`config.mk`:
```
export PLATFORM = sky130hd
export DESIGN_NAME = mem_port_arbiter
export DESIGN_NICKNAME = d
export VERILOG_FILES = /design/src/rtl/mem_port_arbiter.sv
export SDC_FILE = /design/constraint.sdc
export NUM_CORES = 1
export LEC_CHECK = 0
export BUFFER_PORTS_ARGS = -buffer_cell sky130_fd_sc_hd__buf_2
export CORE_MARGIN = 4
export CORE_UTILIZATION = 50
export CTS_CLUSTER_DIAMETER = 200
export DETAILED_ROUTE_END_ITERATION = 8
export HOLD_SLACK_MARGIN = 0.06
export PLACE_DENSITY_LB_ADDON = 0.25
export SETUP_SLACK_MARGIN = 0.4
export SLEW_MARGIN = 0
export SYNTH_ARGS = -nofsm -noshare
export SYNTH_HDL_FRONTEND = slang
export SYNTH_SLANG_ARGS = --single-unit
```
`constraint.sdc`:
```
create_clock -name clk_i -period 5 [get_ports clk_i]
set_input_delay 1 -clock clk_i [delete_from_list [all_inputs] [get_ports clk_i]]
set_output_delay 1 -clock clk_i [all_outputs]
set_load 0.01 [all_outputs]
```
`src/rtl/mem_port_arbiter.sv`:
```
// Serialises instruction-fetch and data-port accesses onto one variable-latency memory bus.
// Define MEM_ARB_RR_EN for round-robin arbitration; otherwise the data port has fixed priority.
module mem_port_arbiter #(
    parameter int ADDR_W   = 32,
    parameter int DATA_W   = 32,
    parameter int MAX_WAIT = 15
) (
    input  logic              clk_i,
    input  logic              start_i,
    input  logic              if_req_i,
    input  logic [ADDR_W-1:0] if_addr_i,
    output logic [DATA_W-1:0] if_rdata_o,
    output logic              if_ready_o,
    input  logic              mem_req_i,
    input  logic              mem_we_i,
    input  logic [ADDR_W-1:0] mem_addr_i,
    input  logic [DATA_W-1:0] mem_wdata_i,
    output logic [DATA_W-1:0] mem_rdata_o,
    output logic              mem_ready_o,
    output logic              stall_o,
    output logic              bus_req_o,
    output logic              bus_we_o,
    output logic [ADDR_W-1:0] bus_addr_o,
    output logic [DATA_W-1:0] bus_wdata_o,
    input  logic [DATA_W-1:0] bus_rdata_i,
    input  logic              bus_ack_i,
    output logic              timeout_o
);
    localparam int               CNT_W    = $clog2(MAX_WAIT + 1);
    localparam logic [CNT_W-1:0] CNT_LAST = CNT_W'(MAX_WAIT - 1);

    typedef enum logic [1:0] {IDLE, IF_WAIT, MEM_WAIT} state_e;

    state_e              state_q, state_d;
    logic [CNT_W-1:0]    cnt_q, cnt_d;
    logic [DATA_W-1:0]   if_rdata_q, if_rdata_d;
    logic                if_ready_q, if_ready_d;
    logic [DATA_W-1:0]   mem_rdata_q, mem_rdata_d;
    logic                mem_ready_q, mem_ready_d;
    logic                bus_req_q, bus_req_d;
    logic                bus_we_q, bus_we_d;
    logic [ADDR_W-1:0]   bus_addr_q, bus_addr_d;
    logic [DATA_W-1:0]   bus_wdata_q, bus_wdata_d;
    logic                timeout_q, timeout_d;

    logic in_idle, if_elig, mem_elig, grant_mem, grant_if, ack_valid;

    // A port whose ready pulse is showing this cycle must not be granted again.
    assign in_idle   = (state_q == IDLE);
    assign if_elig   = if_req_i & ~if_ready_q;
    assign mem_elig  = mem_req_i & ~mem_ready_q;
    assign ack_valid = bus_ack_i & bus_req_q;

`ifdef MEM_ARB_RR_EN
    logic last_owner_q, last_owner_d;  // 1 = data port granted last

    assign grant_mem    = in_idle & mem_elig & (~if_elig | ~last_owner_q);
    assign last_owner_d = grant_mem ? 1'b1 : (grant_if ? 1'b0 : last_owner_q);
`else
    assign grant_mem = in_idle & mem_elig;
`endif
    assign grant_if = in_idle & if_elig & ~grant_mem;

    // NOTE: every variable gets a default before the case so no path leaves it unassigned (no latches).
    always_comb begin
        state_d     = state_q;
        cnt_d       = cnt_q;
        if_rdata_d  = if_rdata_q;
        if_ready_d  = 1'b0;
        mem_rdata_d = mem_rdata_q;
        mem_ready_d = 1'b0;
        bus_req_d   = bus_req_q;
        bus_we_d    = bus_we_q;
        bus_addr_d  = bus_addr_q;
        bus_wdata_d = bus_wdata_q;
        timeout_d   = timeout_q;

        case (state_q)
            IDLE: begin
                if (grant_mem) begin
                    state_d     = MEM_WAIT;
                    cnt_d       = '0;
                    bus_req_d   = 1'b1;
                    bus_we_d    = mem_we_i;
                    bus_addr_d  = mem_addr_i;
                    bus_wdata_d = mem_wdata_i;
                end else if (grant_if) begin
                    state_d     = IF_WAIT;
                    cnt_d       = '0;
                    bus_req_d   = 1'b1;
                    bus_we_d    = 1'b0;
                    bus_addr_d  = if_addr_i;
                    bus_wdata_d = '0;
                end
            end
            IF_WAIT, MEM_WAIT: begin
                if (ack_valid) begin
                    if (state_q == IF_WAIT) begin
                        if_rdata_d = bus_rdata_i;
                        if_ready_d = 1'b1;
                    end else begin
                        if (!bus_we_q) mem_rdata_d = bus_rdata_i;
                        mem_ready_d = 1'b1;
                    end
                    bus_req_d = 1'b0;
                    bus_we_d  = 1'b0;
                    state_d   = IDLE;
                end else if (cnt_q == CNT_LAST) begin
                    // Abort: complete the access with zero data and flag it permanently.
                    if (state_q == IF_WAIT) begin
                        if_rdata_d = '0;
                        if_ready_d = 1'b1;
                    end else begin
                        mem_rdata_d = '0;
                        mem_ready_d = 1'b1;
                    end
                    timeout_d = 1'b1;
                    bus_req_d = 1'b0;
                    bus_we_d  = 1'b0;
                    state_d   = IDLE;
                end else begin
                    cnt_d = cnt_q + CNT_W'(1);
                end
            end
            default: state_d = IDLE;
        endcase
    end

    // NOTE: state registers use non-blocking assignments so all flops update from pre-edge values.
    always_ff @(posedge clk_i or negedge start_i) begin
        if (!start_i) begin
            state_q      <= IDLE;
            cnt_q        <= '0;
            if_rdata_q   <= '0;
            if_ready_q   <= 1'b0;
            mem_rdata_q  <= '0;
            mem_ready_q  <= 1'b0;
            bus_req_q    <= 1'b0;
            bus_we_q     <= 1'b0;
            bus_addr_q   <= '0;
            bus_wdata_q  <= '0;
            timeout_q    <= 1'b0;
`ifdef MEM_ARB_RR_EN
            last_owner_q <= 1'b0;
`endif
        end else begin
            state_q      <= state_d;
            cnt_q        <= cnt_d;
            if_rdata_q   <= if_rdata_d;
            if_ready_q   <= if_ready_d;
            mem_rdata_q  <= mem_rdata_d;
            mem_ready_q  <= mem_ready_d;
            bus_req_q    <= bus_req_d;
            bus_we_q     <= bus_we_d;
            bus_addr_q   <= bus_addr_d;
            bus_wdata_q  <= bus_wdata_d;
            timeout_q    <= timeout_d;
`ifdef MEM_ARB_RR_EN
            last_owner_q <= last_owner_d;
`endif
        end
    end

    assign if_rdata_o  = if_rdata_q;
    assign if_ready_o  = if_ready_q;
    assign mem_rdata_o = mem_rdata_q;
    assign mem_ready_o = mem_ready_q;
    assign bus_req_o   = bus_req_q;
    assign bus_we_o    = bus_we_q;
    assign bus_addr_o  = bus_addr_q;
    assign bus_wdata_o = bus_wdata_q;
    assign timeout_o   = timeout_q;

    // Held low during reset so a reset pipeline never sees a stall.
    assign stall_o = start_i & ((if_req_i & ~if_ready_q) | (mem_req_i & ~mem_ready_q));

endmodule

```
==> impl_metrics.py, run 1 <==
metrics = {
    "critical_path": {
        "critPathLaunch": "mem_req_i",
        "worst_path_max_delay_cell": "buf_4",
        "timing.critical_path.buf_inv": 3,
        "critPathMaxStageDelay_ns": 0.37,
        "worst_setup_path_start_kind": "input pin",
        "cpMostUsedCell": "buf_2",
        "worst_ep_arrival_time_ns": 1.98,
        "crit-reg2reg-launch": "state_q[1]",
        "cell_by_cell_listing_of_the_critical_path": "buf_2, nand2b_1, buf_4, a21boi_0, buf_2",
        "startpoint_to_endpoint_class_of_the_critical_path": "in -> out",
        "cp_top_family": "buffers and inverters",
        "worst-path-max-fanout": 33,
        "critical_path.endpoint_type": "output port",
        "timing.critical_path.required_ns": 4.00,
    },
    "logic_synthesis": {
        "synth_edf_count": 0,
        "synth_cell_type_count": 35,
        "synth-async-reset-ratio": 1.00,
        "ys.flop_type": "dfrtp_1",
        "synth_seq_cells": 139,
        "syn_inst": 488,
        "synth-seq-area-share": 0.631,
        "synth_area_per_inst_sq_um": 11.3,
        "synth.cell_area_sq_um": 5510,
        "ys.warnings.count": 0,
        "postSynthNetCount": 627,
    },
    "global_route": {
        "grt_pass1_wl_microns": 24100,
        "global_route.overflow_total": 0,
        "grt_start_max_net_pins": 76,
        "via_count_of_the_first_global_routing_pass": 4814,
        "grt_util_all_layers": 0.238,
        "grt_antenna_before_repair": 0,
    },
    "route": {
        "postRouteAntennaNets": 0,
        "detail_route.drc_violations": 0,
        "detail_route.wirelength_microns": 15300,
        "vias_per_cell": 5.35,
        "first_pass_iters": 4,
        "wl_per_cell_microns": 17.1,
        "via_count_of_the_routed_design": 4790,
        "detail_route.iter0.violations": 258,
    },
    "pwr": {
        "p_per_area_nw_per_um2": 642,
        "power.leakage_nw": 3.93,
        "p_total_mw": 4.80,
        "irDropWorstVdd_v": 0.000306,
    },
    "placement": {
        "port_buffers": 267,
        "gp_congestion": 0.868,
        "dpl.hpwl_microns": 11100,
        "dp_cells": 864,
    },
    "cells_and_area": {
        "n_antenna_cell": 0,
        "final_cells": 895,
        "num-nets-final": 882,
        "syn_to_final_growth_pct": 35.6,
        "drive_gt1_frac": 0.416,
    },
    "clock_network": {
        "postCtsSetupBuffers": 0,
        "clock-sinks": 139,
        "h-tree-depth": 4,
        "cts_tree": "built",
        "hold_buffers": 0,
        "clk_pin_slew_worst_paths_ns": 0.06,
        "cts.path.max_buffers": 2,
        "cts_inserted_buffers": 17,
        "cts-root-buf": "clkbuf_8",
        "worstSkewPairLatency_ns": 0.51,
        "cts_repair_resize_count": 0,
    },
    "timing": {
        "timing_max_transition_violations_final": 0,
        "tightestPinTransition_ns": 0.935,
        "timing.clock.skew_ns": 0.00958,
        "worst_hold_slack_ns": 0.461,
        "timing.final.crit_period_ns": 2.98,
        "finalSetupTns_ns": 0,
        "top_achievable_clock_speed_ghz": 0.335,
        "setup_violations": 0,
        "layout_worst_path_cycle_share": 0.596,
        "hold_violations": 0,
        "rsz0062_at_grt": "false",
        "rel_slew_slack": 0.375,
    },
    "floorplanning": {
        "rows": 38,
        "die_w_microns": 113,
        "die_height_microns": 113,
        "fp.dieArea_sq_um": 12800,
        "io-pin-count": 268,
        "start_util": 0.511,
        "design.core.area_sq_um": 10800,
    },
    "run_status": {
        "outcome": "finished, final reports clean",
    },
    "job": {
        "cap_violations": 0,
    },
    "hold_path": {
        "hold_class": "in -> async",
    },
}
## metal layers
metal  global-route usage  part of all wire  vias to the layer above
li1                     -                 -                     2268
met1                0.302              0.40                     2293
met2                0.391              0.50                      199
met3               0.0695             0.077                       30
met4               0.0857             0.022                        0
met5                    0                 0                        -
## through the flow
step / worst slack [ns] / utilization / area, sq um
6_report: 2.02 / 0.692 / 7470
5_1_grt: 1.94 / 0.692 / 7470
4_1_cts: 2.02 / 0.692 / 7470
3_5_place_dp: 2.03 / 0.640 / 6910
3_3_place_gp: 2.09 / 0.640 / 6910
2_1_floorplan: 2.31 / - / 5510
## worst register-to-register path: stages (launching register included)
cell and delay, ns:
dfrtp_1 0.39, inv_1 0.09, ha_1 0.45, inv_1 0.19
nor4_4 0.79, buf_4 0.37, a22o_1 0.18
## layout make-up
class                   count  area (sq um)
clock inverters             9          90.1
clock buffers              22           473
inverters                   6          22.5
fillers                   839          3320
repair buffers            274          1400
multi-input cells         305          1840
well taps                 140           175
flip-flops and latches    139          3480
## Yosys cell counts (2+ instances only)
master,number,area (sq um)
nand2_1,102,383
buf_2,18,90.1
nand2b_1,2,12.5
dfrtp_1,139,3480
o22ai_1,33,206
nor2b_1,2,12.5
a22o_1,64,561
buf_6,4,45.0
o21ai_0,67,335
a21oi_1,2,10.0
ha_1,5,62.6
nor2_1,3,11.3
nor3_1,4,20.0
a21o_1,2,15.0
clkbuf_1,15,56.3
a221o_1,2,20.0
inv_1,6,22.5
## state kept, by name, summed over array words and instances, names as in the netlist
signal       cells
bus_addr_o      32
cnt_q            4
bus_wdata_o     32
mem_rdata_o     32
state_q          2
mem_ready_o      1
timeout_o        1
bus_req_o        1
bus_we_o         1
if_ready_o       1
if_rdata_o      32
## cells by family after synthesis
logic type | share of synthesized area
compound gates | 0.227
flops | 0.631
simple gates | 0.0908
buf+inv | 0.0395
fa+ha+maj | 0.0114
## cells in the final DEF (no fill, tap or decap), drive strengths merged, types with 2 or more instances in the layout
cell / synthesis / routed
nand2: 102 / 102
o21ai: 69 / 69
nor2b: 2 / 2
inv: 6 / 6
dfrtp: 139 / 139
ha: 5 / 5
nor3: 4 / 4
nor2: 3 / 3
clkinvlp: 0 / 5
nand2b: 2 / 2
a21o: 2 / 2
a21oi: 2 / 2
a221o: 2 / 2
o22ai: 33 / 33
clkinv: 0 / 3
buf: 23 / 274
clkbuf: 15 / 22
a22o: 64 / 64
and3: 2 / 2
## report_power, final
group / switching, mW / internal [mW] / leakage [nW]
Combinational: 1.04 / 0.755 / 1.88
Clock: 0.456 / 0.710 / 0.261
Sequential: 0.259 / 1.58 / 1.79
Total: 1.76 / 3.04 / 3.93
## worst paths after layout
check	end	slack, ns	depth (start not counted)
setup / recovery	stall_o	2.02	5
hold / removal	if_rdata_o[24]	0.46	1
setup reg to reg	mem_rdata_o[24]	2.47	6
hold reg to reg	timeout_o	0.47	1
max in group asynchronous	bus_addr_o[7]	3.19	2
min in group clk_i	timeout_o	0.47	1
Power figures use the tool's default switching activity.
==> run 2: changes to the inputs <==
--- a/config.mk
+++ b/config.mk
@@ -7,7 +7,7 @@
 export LEC_CHECK = 0
 export BUFFER_PORTS_ARGS = -buffer_cell sky130_fd_sc_hd__buf_2
 export CORE_MARGIN = 4
-export CORE_UTILIZATION = 50
+export CORE_UTILIZATION = 46
 export CTS_CLUSTER_DIAMETER = 200
 export DETAILED_ROUTE_END_ITERATION = 8
 export HOLD_SLACK_MARGIN = 0.06
==> constraint.sdc (replaced) <==
create_clock -name clk_i -period 3 [get_ports clk_i]
set_input_delay 0.6 -clock clk_i [delete_from_list [all_inputs] [get_ports clk_i]]
set_output_delay 0.6 -clock clk_i [all_outputs]
set_load 0.01 [all_outputs]
==> run 2 against run 1 <==
Effect of this change:
- clock skew rose by 0.0015 ns
- sequential power rose by 66%
- sequential share of layout area fell by 0.64 points
- global-route usage fell by 1.1 points
- die area rose by 8.1%
- critical path depth rose by 2
- register-to-register slack got worse by 1.6 ns
- critical endpoint is now bus_addr_o[12]
- largest cell class unchanged
==> impl_metrics.py, run 2 (synthesis gave the netlist of run 1 again) <==
metrics = {
    "clock_network": {
        "h-tree-depth": 4,
        "worstSkewPairLatency_ns": 0.41,
        "hold_buffers": 0,
        "postCtsSetupBuffers": 0,
        "cts_inserted_buffers": 17,
        "clk_pin_slew_worst_paths_ns": 0.06,
        "cts_tree": "built",
        "clock-sinks": 139,
        "cts_repair_resize_count": 0,
        "cts-root-buf": "clkbuf_16",
        "cts.path.max_buffers": 2,
    },
    "critical_path": {
        "cpMostUsedCell": "inv_1",
        "crit-reg2reg-launch": "state_q[1]",
        "critPathMaxStageDelay_ns": 0.52,
        "worst-r2r-setup-slack_ns": 0.88,
        "critical_path.endpoint_type": "flop",
        "reg2reg_depth": 7,
        "worst_ep_arrival_time_ns": 2.44,
        "cell_by_cell_listing_of_the_critical_path": "inv_1, ha_1, inv_1, nor2_4, buf_4, o22ai_1, o21ai_0",
        "critical_path.reg2reg.endpoint": "bus_addr_o[12]",
        "worst-path-max-fanout": 65,
        "timing.critical_path.buf_inv": 3,
        "startpoint_to_endpoint_class_of_the_critical_path": "reg -> reg",
        "worst_setup_path_start_kind": "flop",
        "critPathLaunch": "state_q[1]",
        "worst_path_max_delay_cell": "buf_4",
        "cp_top_family": "buffers and inverters",
        "timing.critical_path.required_ns": 3.32,
    },
    "cells_and_area": {
        "num-nets-final": 885,
        "n_antenna_cell": 0,
        "layout_common_cells": "buf_2, dfrtp_1, nand2_1",
        "final_design_area_no_fill_sq_um": 7580,
        "final_common_cell": "buf_2",
        "sequential_cell_area_sq_um": 3480,
        "multiInputGateArea_sq_um": 1840,
        "syn_to_final_growth_pct": 37.5,
        "drive_gt1_frac": 0.418,
        "nFillCells": 923,
    },
    "timing": {
        "setup_violations": 0,
        "top_achievable_clock_speed_ghz": 0.472,
        "tightestPinTransition_ns": 0.676,
        "timing_max_transition_violations_final": 0,
        "layout_worst_path_cycle_share": 0.706,
        "timing.final.crit_period_ns": 2.12,
        "rsz0062_at_grt": "false",
        "finalSetupTns_ns": 0,
        "hold_violations": 0,
        "rel_slew_slack": 0.548,
        "timing.clock.skew_ns": 0.0110,
    },
    "global_route": {
        "grt_pass1_wl_microns": 25600,
        "via_count_of_the_first_global_routing_pass": 5059,
        "grt_start_max_net_pins": 66,
        "grt_antenna_before_repair": 0,
        "grt_util_all_layers": 0.227,
        "global_route.overflow_total": 0,
    },
    "pwr": {
        "power.leakage_nw": 3.99,
        "irDropWorstVdd_v": 0.000539,
        "p_per_area_nw_per_um2": 1090,
    },
    "floorplanning": {
        "die_w_microns": 117,
        "fp.dieArea_sq_um": 13800,
        "io-pin-count": 268,
        "rows": 39,
        "die_height_microns": 117,
        "start_util": 0.477,
        "design.core.area_sq_um": 11600,
    },
    "run_status": {
        "outcome": "finished, final reports clean",
    },
    "placement": {
        "dpl.hpwl_microns": 11400,
        "post_dp_cell_area_sq_um": 6950,
        "gp_congestion": 0.799,
        "port_buffers": 267,
    },
    "route": {
        "detail_route.iter0.violations": 222,
        "detail_route.drc_violations": 0,
        "wl_per_cell_microns": 17.3,
        "first_pass_iters": 4,
        "postRouteAntennaNets": 0,
        "detail_route.wirelength_microns": 15600,
        "vias_per_cell": 5.31,
        "via_count_of_the_routed_design": 4789,
    },
    "hold_path": {
        "hold_class": "in -> async",
    },
    "job": {
        "cap_violations": 0,
    },
}
-- run 2: cell count changes in the layout (fill, tap and decap cells not counted) --
| cell | before | now |
|---|---|---|
| clkinv_2 | 1 | 3 |
| clkbuf_8 | 5 | 2 |
| clkinvlp_4 | 5 | 2 |
| buf_4 | 7 | 9 |
| bufinv_16 | 1 | 4 |
| buf_12 | 0 | 1 |
| clkbuf_16 | 16 | 17 |
| clkbuf_1 | 1 | 2 |
-- run 2: where the power goes --
part / internal, mW / switching, mW
Clock: 1.43 / 0.765
Sequential: 2.63 / 0.426
Combinational: 1.28 / 1.75
-- run 2: metrics by stage --
step | power, mW | setup WS [ns] | std cells | hold slack, ns | utilization
floorplan | 4.84 | 1.11 | 488 | 0.304 | -
global placement | 6.01 | 1.00 | 870 | 0.459 | 0.601
detailed placement | 6.14 | 0.925 | 870 | 0.464 | 0.601
CTS | 8.36 | 0.899 | 902 | 0.139 | 0.655
global route | 8.82 | 0.644 | 902 | 0.156 | 0.655
finish | 8.28 | 0.882 | 902 | 0.124 | 0.655
-- run 2: worst register-to-register path, cell delays in order, from the launching register on --
cell and delay (ns):
dfrtp_1 0.40, inv_1 0.10, ha_1 0.28, inv_1 0.16, nor2_4 0.12, buf_4 0.52
o22ai_1 0.25, o21ai_0 0.20
-- run 2: final cells by class --
| type | instances | area share |
|---|---|---|
| Clock buffer | 21 | 0.0608 |
| Inverter | 6 | 0.00297 |
| Sequential cell | 139 | 0.459 |
| Timing Repair Buffer | 277 | 0.189 |
| Clock inverter | 11 | 0.0221 |
| Multi-Input combinational cell | 305 | 0.243 |
| Tap cell | 143 | 0.0236 |
-- run 2: layer usage --
metal  global-route usage  up-vias  share of wire
met5                    0        -              0
met2                0.381      174           0.51
met4               0.0791        0          0.021
met3               0.0750       25          0.069
li1                     -     2268              -
met1                0.278     2322           0.40
-- run 2: worst max path at each step --
stage,to,slack [ns],cells past startpoint
global placement,stall_o,1.00,3
global route,bus_addr_o[12],0.64,7
CTS,bus_addr_o[2],0.90,7
finish,bus_addr_o[12],0.88,7
floorplan,stall_o,1.11,4
detailed placement,bus_addr_o[2],0.92,7
==> run 3: changes to the inputs <==
--- a/config.mk
+++ b/config.mk
@@ -7,7 +7,7 @@
 export LEC_CHECK = 0
 export BUFFER_PORTS_ARGS = -buffer_cell sky130_fd_sc_hd__buf_2
 export CORE_MARGIN = 4
-export CORE_UTILIZATION = 46
+export CORE_UTILIZATION = 42
 export CTS_CLUSTER_DIAMETER = 200
 export DETAILED_ROUTE_END_ITERATION = 8
 export HOLD_SLACK_MARGIN = 0.06
==> constraint.sdc (replaced) <==
create_clock -name clk_i -period 1.9 [get_ports clk_i]
set_input_delay 0.38 -clock clk_i [delete_from_list [all_inputs] [get_ports clk_i]]
set_output_delay 0.38 -clock clk_i [all_outputs]
set_load 0.01 [all_outputs]
==> run 3 against run 2 <==
Effect of this change:
- sequential cell count is the same
- via count grew 13%
- register-to-register slack lost 0.68 ns
- final area grew 20%
- clock power grew 66%
- global-route usage grew 0.49 points
- wire length grew 35%
- combinational power grew 150%
- fmax grew 25%
- core utilization grew 6.1 points
- final cell count grew 9.4%
- critical path type unchanged
==> impl_metrics.py, run 3 (synthesis gave the netlist of run 1 again) <==
metrics = {
    "floorplanning": {
        "design.core.area_sq_um": 12700,
        "start_util": 0.433,
        "io-pin-count": 268,
        "die_height_microns": 123,
        "rows": 41,
        "fp.dieArea_sq_um": 15000,
        "die_w_microns": 123,
    },
    "clock_network": {
        "h-tree-depth": 4,
        "worstSkewPairLatency_ns": 0.42,
        "cts.path.max_buffers": 2,
        "cts-root-buf": "clkbuf_16",
        "clock-sinks": 139,
        "cts_inserted_buffers": 17,
        "cts_tree": "built",
        "clk_pin_slew_worst_paths_ns": 0.06,
    },
    "timing": {
        "timing.clock.skew_ns": 0.00961,
        "top_achievable_clock_speed_ghz": 0.590,
        "timing_max_transition_violations_final": 0,
        "rsz0062_at_grt": "true",
        "rel_slew_slack": 0.534,
        "timing.final.crit_period_ns": 1.69,
        "finalSetupTns_ns": 0,
        "layout_worst_path_cycle_share": 0.892,
        "hold_violations": 0,
        "setup_violations": 0,
        "tightestPinTransition_ns": 0.699,
        "worst_hold_slack_ns": 0.118,
    },
    "pwr": {
        "power.leakage_nw": 4.58,
        "p_per_area_nw_per_um2": 1770,
        "irDropWorstVdd_v": 0.000783,
    },
    "critical_path": {
        "worst_ep_arrival_time_ns": 1.98,
        "critical_path.endpoint_type": "flop",
        "cp_top_family": "simple AND/OR/NAND/NOR gates",
        "crit-reg2reg-launch": "state_q[0]",
        "startpoint_to_endpoint_class_of_the_critical_path": "reg -> reg",
        "critical_path.reg2reg.endpoint": "state_q[1]",
        "timing.critical_path.required_ns": 2.19,
        "worst-r2r-setup-slack_ns": 0.21,
        "worst_setup_path_start_kind": "flop",
        "reg2reg_depth": 6,
        "critPathMaxStageDelay_ns": 0.44,
        "timing.critical_path.buf_inv": 2,
        "worst_path_max_delay_cell": "or3_4",
        "cell_by_cell_listing_of_the_critical_path": "inv_2, ha_4, inv_4, or3_4, a22oi_2, o22ai_1",
        "worst-path-max-fanout": 5,
    },
    "route": {
        "wl_per_cell_microns": 21.4,
        "vias_per_cell": 5.50,
        "via_count_of_the_routed_design": 5426,
        "detail_route.iter0.violations": 333,
        "postRouteAntennaNets": 0,
        "detail_route.wirelength_microns": 21100,
        "detail_route.drc_violations": 0,
        "first_pass_iters": 5,
    },
    "placement": {
        "dpl.hpwl_microns": 11300,
        "gp_congestion": 0.883,
        "port_buffers": 267,
    },
    "hold_path": {
        "hold_class": "in -> async",
    },
    "cells_and_area": {
        "sequential_cell_area_sq_um": 3480,
        "layout_common_cells": "buf_2, dfrtp_1, nand2_1",
        "num-nets-final": 942,
        "nFillCells": 912,
        "multiInputGateArea_sq_um": 2480,
        "syn_to_final_growth_pct": 65.3,
        "drive_gt1_frac": 0.566,
        "final_common_cell": "buf_2",
    },
    "global_route": {
        "grt_start_max_net_pins": 84,
        "grt_antenna_before_repair": 0,
        "grt_pass1_wl_microns": 26600,
        "via_count_of_the_first_global_routing_pass": 5103,
        "grt_util_all_layers": 0.232,
        "global_route.overflow_total": 0,
    },
    "job": {
        "cap_violations": 0,
    },
    "run_status": {
        "outcome": "finished, final reports clean",
    },
}
==> run 3: cell types whose count changed in the layout (fill, tap and decap cells not counted), sizes merged <==
| cell | change |
|---|---|
| diode | +1 |
| a211o | +3 |
| clkbuf | +13 |
| dlygate4sd3 | +1 |
| clkinvlp | -1 |
| clkinv | -4 |
| o21ai | +2 |
| bufbuf | +1 |
| bufinv | +1 |
| buf | +39 |
==> run 3: layout make-up <==
type	count	area share
diodes	1	0.000275
clock buffers	23	0.0525
clock inverters	7	0.0178
inverters	6	0.00302
multi-input cells	310	0.272
flip-flops and latches	139	0.382
well taps	172	0.0236
repair buffers	329	0.249
==> run 3: timing repair <==
item | 4_1_cts | 5_1_grt
endpoints found under the setup margin | 137 | 140
hold buffers | 1 | 0
resized for setup | 35 | 175
pin swaps | 24 | 95
hold endpoints to repair | 83 | 0
cloned | 8 | 18
buffers inserted | 17 | 13
==> run 3: worst max path at each step <==
| stage | end | cells past startpoint | start | slack, ns |
|---|---|---|---|---|
| after global routing | cnt_q[2] | 7 | cnt_q[0] | 0.16 |
| final | state_q[1] | 6 | state_q[0] | 0.21 |
| after floorplan | mem_rdata_o[10] | 7 | cnt_q[0] | 0.27 |
| after CTS | cnt_q[2] | 7 | cnt_q[0] | 0.24 |
| after detailed placement | cnt_q[3] | 6 | state_q[0] | 0.13 |
| after global placement | cnt_q[3] | 6 | state_q[0] | 0.20 |
==> run 3: through the flow <==
| stage | cell area [sq um] | total power [mW] | util | cells | setup slack [ns] |
|---|---|---|---|---|---|
| 2_1_floorplan | 5570 | 7.72 | - | 488 | 0.270 |
| 3_3_place_gp | 7060 | 9.64 | 0.555 | 899 | 0.203 |
| 3_5_place_dp | 7060 | 9.83 | 0.555 | 899 | 0.129 |
| 4_1_cts | 8130 | 14.2 | 0.639 | 955 | 0.235 |
| 5_1_grt | 9110 | 16.8 | 0.716 | 986 | 0.155 |
| 6_report | 9110 | 16.1 | 0.716 | 987 | 0.205 |
==> run 3: worst register-to-register path, stage by stage (launching register included) <==
cell,delay (ns)
dfrtp_1,0.39
inv_2,0.06
ha_4,0.32
inv_4,0.07
or3_4,0.44
a22oi_2,0.17
o22ai_1,0.11
==> run 3: routing by layer <==
layer,vias to the layer above,GRT usage,share of wire
met3,53,0.0498,0.057
met4,0,0.0938,0.029
met5,-,0,0
li1,2415,-,-
met1,2729,0.301,0.41
met2,229,0.382,0.51
==> run 3: where the power goes <==
| group | internal (mW) | switching (mW) | leakage (nW) |
|---|---|---|---|
| clock | 2.42 | 1.23 | 0.309 |
| combinational | 3.62 | 3.90 | 2.49 |
| sequential | 4.16 | 0.771 | 1.78 |
| total | 10.2 | 5.90 | 4.58 |
